--- src/rtl/cpu_bus_arb_pkg.sv ---
// Shared definitions for the CPU/debug bus arbiter: arbiter state encoding,
// bus widths and the default drain timeout.
package cpu_bus_arb_pkg;

    localparam int ADDR_W                = 16;
    localparam int DATA_W                = 8;
    localparam int DRAIN_CNT_W           = 8;
    localparam int DRAIN_TIMEOUT_DEFAULT = 16;

    typedef enum logic [2:0] {
        S_CPU      = 3'd0,
        S_DRAIN    = 3'd1,
        S_TURN_IN  = 3'd2,
        S_DBG      = 3'd3,
        S_TURN_OUT = 3'd4
    } arb_state_t;

    function automatic logic is_turnaround(arb_state_t s);
        return (s == S_TURN_IN) || (s == S_TURN_OUT);
    endfunction

endpackage

--- src/rtl/cpu_bus_arb_drain_timer.sv ---
// Saturating drain counter; flags the drain cycle on which the arbiter must
// stop waiting for an instruction boundary and take the bus by force.
module arb_drain_timer
    import cpu_bus_arb_pkg::*;
#(
    parameter int TIMEOUT = DRAIN_TIMEOUT_DEFAULT
) (
    input  logic clk,
    input  logic rst,
    input  logic clear,
    input  logic enable,
    output logic timeout
);

    localparam logic [DRAIN_CNT_W-1:0] LAST = DRAIN_CNT_W'(TIMEOUT - 1);
    localparam logic [DRAIN_CNT_W-1:0] MAX  = '1;

    logic [DRAIN_CNT_W-1:0] count;

    always_ff @(posedge clk or posedge rst) begin
        if (rst) begin
            count <= '0;
        end else if (clear) begin
            count <= '0;
        end else if (enable && (count != MAX)) begin
            count <= count + 1'b1;
        end
    end

    // count holds the number of completed drain cycles, so the cycle with
    // count == TIMEOUT-1 is the TIMEOUT-th cycle spent draining
    assign timeout = enable && (count >= LAST);

endmodule

--- src/rtl/cpu_bus_arb.sv ---
// Arbitrates the shared memory-controller port between the CPU core and the
// debug block, handing the bus over on instruction boundaries with turnarounds.
module cpu_bus_arb
    import cpu_bus_arb_pkg::*;
#(
    parameter int DRAIN_TIMEOUT = DRAIN_TIMEOUT_DEFAULT
) (
    input  logic              clk,
    input  logic              rst,
    input  logic [ADDR_W-1:0] cpu_a,
    input  logic              cpu_r_nw,
    input  logic [DATA_W-1:0] cpu_dout,
    input  logic              cpu_sync,
    output logic              cpu_rdy,
    input  logic              dbg_req,
    input  logic [ADDR_W-1:0] dbg_a,
    input  logic              dbg_r_nw,
    input  logic [DATA_W-1:0] dbg_dout,
    output logic              dbg_gnt,
    output logic [ADDR_W-1:0] mem_a,
    output logic              mem_r_nw,
    output logic [DATA_W-1:0] mem_dout,
    input  logic [DATA_W-1:0] mem_din,
    output logic [DATA_W-1:0] rdata,
    output logic              arb_err
);

    arb_state_t state;
    logic       drain_timeout;

    arb_drain_timer #(
        .TIMEOUT(DRAIN_TIMEOUT)
    ) u_drain_timer (
        .clk    (clk),
        .rst    (rst),
        .clear  (state != S_DRAIN),
        .enable (state == S_DRAIN),
        .timeout(drain_timeout)
    );

    // Outputs are updated alongside the state so they always describe the
    // state being entered; a pending dbg_req in S_TURN_OUT waits for S_CPU.
    always_ff @(posedge clk or posedge rst) begin
        if (rst) begin
            state   <= S_CPU;
            cpu_rdy <= 1'b1;
            dbg_gnt <= 1'b0;
            arb_err <= 1'b0;
        end else begin
            case (state)
                S_CPU: begin
                    if (dbg_req && cpu_sync) begin
                        state   <= S_TURN_IN;
                        cpu_rdy <= 1'b0;
                    end else if (dbg_req) begin
                        state   <= S_DRAIN;
                    end
                end
                S_DRAIN: begin
                    if (!dbg_req) begin
                        state   <= S_CPU;
                    end else if (cpu_sync) begin
                        state   <= S_TURN_IN;
                        cpu_rdy <= 1'b0;
                    end else if (drain_timeout) begin
                        state   <= S_TURN_IN;
                        cpu_rdy <= 1'b0;
                        arb_err <= 1'b1;
                    end
                end
                S_TURN_IN: begin
                    state   <= S_DBG;
                    dbg_gnt <= 1'b1;
                end
                S_DBG: begin
                    if (!dbg_req) begin
                        state   <= S_TURN_OUT;
                        dbg_gnt <= 1'b0;
                    end
                end
                S_TURN_OUT: begin
                    state   <= S_CPU;
                    cpu_rdy <= 1'b1;
                end
                default: begin
                    state   <= S_CPU;
                    cpu_rdy <= 1'b1;
                    dbg_gnt <= 1'b0;
                end
            endcase
        end
    end

    // Turnaround cycles keep the CPU address on the bus but never write
    always_comb begin
        mem_a    = cpu_a;
        mem_r_nw = cpu_r_nw;
        mem_dout = cpu_dout;
        if (state == S_DBG) begin
            mem_a    = dbg_a;
            mem_r_nw = dbg_r_nw;
            mem_dout = dbg_dout;
        end else if (is_turnaround(state)) begin
            mem_r_nw = 1'b1;
        end
    end

    assign rdata = mem_din;

endmodule

--- config.mk ---
export PLATFORM = sky130hd
export DESIGN_NAME = cpu_bus_arb
export DESIGN_NICKNAME = d
export VERILOG_FILES = /design/src/rtl/cpu_bus_arb_pkg.sv /design/src/rtl/cpu_bus_arb_drain_timer.sv /design/src/rtl/cpu_bus_arb.sv
export SDC_FILE = /design/constraint.sdc
export NUM_CORES = 1
export LEC_CHECK = 0
export ABC_AREA = 1
export BUFFER_PORTS_ARGS = -buffer_cell sky130_fd_sc_hd__buf_2
export CORE_ASPECT_RATIO = 1.25
export CORE_MARGIN = 10
export CORE_UTILIZATION = 25
export DETAILED_ROUTE_END_ITERATION = 8
export GPL_TIMING_DRIVEN = 1
export PLACE_DENSITY = 0.57
export SLEW_MARGIN = 5
export SYNTH_ARGS = -nofsm -noshare
export SYNTH_HDL_FRONTEND = slang
export SYNTH_SLANG_ARGS = --single-unit
--- constraint.sdc ---
create_clock -name clk -period 1.5 [get_ports clk]
set_clock_uncertainty 0.05 [all_clocks]
set_input_delay 0.3 -clock clk [delete_from_list [all_inputs] [get_ports clk]]
set_output_delay 0.3 -clock clk [all_outputs]
set_load 0.01 [all_outputs]
==> flow_metrics.py <==
metrics = {
    "cells_and_area": {
        "multi_input_area_sq_um": 718.2,
        "fin_cells": 343,
        "drive_gt1_frac": 0.4311,
        "nets": 347,
        "final_cell_mix": "101 x nand2_1, 80 x buf_2, 14 x inv_1, 13 x dfrtp_1",
        "fillCellCount": 532,
        "insertedDiodeCount": 0,
        "layout.cells.most_common": "nand2_1",
        "regArea_sq_um": 351.6,
        "area_growth_pct": 52.77,
    },
    "timing": {
        "worstMarginPinSlew_ns": 0.5469,
        "hold_viol_final": 0,
        "period_needed_ns": 1.714,
        "layout_setup_ws_ns": -0.2137,
        "fmax_ghz": 0.5835,
        "final_max_slew_viol_count": 0,
        "setup_viol": 25,
        "rsz0062_at_grt": "yes",
        "finalSetupTns_ns": -4.787,
        "fin_crit_sh": 1.142,
        "slew-limit-headroom": 0.6350,
    },
    "worst_setup_path": {
        "start_kind": "flip-flop",
        "crit_start": "state[2]",
        "required_ns": 1.15,
        "crit_type": "reg -> out",
        "regToRegStartpoint": "state[1]",
        "worstPathCellList": "inv_2, nand2_4, nor2_8, inv_4, clkbuf_16, nand2_1, nand2_1, buf_2",
        "end_kind": "output pin",
        "reg2reg_depth": 9,
        "r2r_slack_ns": 0.14,
        "critPathMaxStageDelay_ns": 0.40,
        "path_max_fanout": 10,
        "cp.arrival_ns": 1.36,
        "cpMostUsedCell": "nand2_1",
        "critPathSlowestCell": "dfrtp_1",
    },
    "grt": {
        "grt_usage": 0.09273,
        "grt_pass1_vias": 1377,
        "grt_pass1_wl_um": 6154,
        "gr-total-overflow": 0,
        "antenna_found_initial": 0,
        "grt_max_degree": 28,
    },
    "yosys": {
        "synth-edff-count": 0,
        "ys_warn_count": 0,
        "yosysUniqueCellTypes": 27,
        "async_reset_ff_frac": 1.000,
        "ys_ff_latch": 14,
        "syn_avg_cell_area_sq_um": 6.109,
        "netlist_area_sq_um": 1197,
        "synth_seq_area_share": 0.2936,
        "syn-num-nets": 259,
        "synthCells": 196,
        "synthFlopType": "dfrtp_1",
    },
    "drt": {
        "routed.top_layer": "met4",
        "met3_length_um": 532,
        "drc": 0,
        "vias": 1469,
        "drtPass1Iterations": 4,
        "vias_per_cell": 4.283,
        "ant_nets": 0,
        "route.layer.met1.wl_um": 1434,
        "drt-initial-drc-count": 41,
        "routed_wl_um": 4041,
        "avgRoutedWirePerCell_um": 11.78,
        "met2_length_um": 2060,
    },
    "clock_network": {
        "numCtsBuffers": 3,
        "hold_buffers": 0,
        "htreeDepth": 1,
        "clk_pin_slew_worst_paths_ns": 0.06,
        "clock-sinks": 14,
        "cts_tree": "yes",
        "cts_buffer_depth": 2,
        "clockRootBuffer": "clkbuf_8",
        "clk_latency_ns": 0.24,
    },
    "floorplan": {
        "ios": 98,
        "die_y_um": 97.38,
        "start_util": 0.2551,
        "die_w_um": 81.90,
        "rows": 28,
        "core-area_sq_um": 4695,
        "die_area_sq_um": 7975,
    },
    "flow_run": {
        "drv_cap": 0,
    },
    "placed_design": {
        "numPortBuffers": 81,
        "pre_cts_ws_ns": 0.02525,
        "gp_congestion": 0.8071,
        "dpl.hpwl_um": 3276,
        "dp.cells": 336,
    },
    "outcome": {
        "run_status": "finished, violations left",
        "violations": "negative setup slack",
    },
    "pwr": {
        "ir_drop_mv": 0.6714,
        "leakage_uw": 0.001104,
        "power_density_nw_per_um2": 1244,
    },
    "min_path": {
        "hp-class": "in -> async",
    },
}
[metrics by stage]
| stage | hold slack (ns) | utilization | total power (uW) | area, sq um |
|---|---|---|---|---|
| floorplan | 0.1385 | - | 1292 | 1197 |
| global placement | 0.3208 | 0.3595 | 1816 | 1688 |
| detailed placement | 0.3286 | 0.3595 | 1815 | 1688 |
| CTS | 0.06861 | 0.3779 | 2235 | 1774 |
| global route | 0.09100 | 0.3897 | 2493 | 1829 |
| finish | 0.04415 | 0.3897 | 2276 | 1829 |
[layer usage]
layer,vias up,track usage
li1,770,-
met1,648,0.1003
met2,49,0.1681
met3,2,0.03333
met4,0,0.01181
met5,-,0
[cell families (layout without fill, tap and decap cells)]
family,after synthesis,after routing,share of synthesized area
adder cells (fa/ha/maj),1,1,0.01045
buffers and inverters,30,117,0.1379
AND/OR/NAND/NOR,141,141,0.5079
flip-flops,14,14,0.2936
AO/OA/AOI/OAI,10,10,0.05016
[report_power, final]
part | internal [uW] | switching [uW] | leakage [uW]
Sequential | 463 | 50.3 | 0.000186
Combinational | 614 | 780 | 0.000890
Clock | 232 | 137 | 0.0000288
Total | 1310 | 967 | 0.00110
[critical path, delay by kind of cell (launching register included)]
| family | cells | cell delay [ns] |
|---|---|---|
| buffers and inverters | 4 | 0.44 |
| and+or+nand+nor | 4 | 0.28 |
| DFF | 1 | 0.40 |
[path summary, 6_finish.rpt]
path	to
worst max-delay path	mem_a[14]
worst min-delay path	u_drain_timer.count[3]
worst max register to register	state[0]
worst min register to register	cpu_rdy
max in group asynchronous	cpu_rdy
min in group clk	state[1]
[sequential cells by signal (all words and copies together) (netlist names)]
signal	count
dbg_gnt	1
cpu_rdy	1
state	3
u_drain_timer.count	8
arb_err	1
[cells in the mapped netlist, types with 2 or more instances]
library cell	number	area, sq um
dfrtp_1	13	325.3
a21oi_1	2	10.01
nand2_1	105	394.1
inv_1	15	56.30
nand3_1	10	50.05
buf_6	2	22.52
buf_4	10	75.07
nor2_1	13	48.80
nor2_2	2	12.51
inv_2	3	11.26
nand2_2	3	18.77
o21ai_1	3	15.01
[cell type report]
class	count	area share
Multi-Input combinational cell	152	0.3926
Timing Repair Buffer	95	0.3057
Inverter	18	0.03830
Tap cell	60	0.04104
Sequential cell	14	0.1922
Clock buffer	4	0.03010
[repair_timing]
| action | CTS | global route |
|---|---|---|
| endpoints found under the hold margin | 0 | 0 |
| buffers inserted | 1 | 1 |
| pin swaps | 1 | 0 |
| endpoints found under the setup margin | 25 | 28 |
| cloned | 0 | 1 |
| resized for setup | 7 | 7 |
Power figures use the tool's default switching activity.
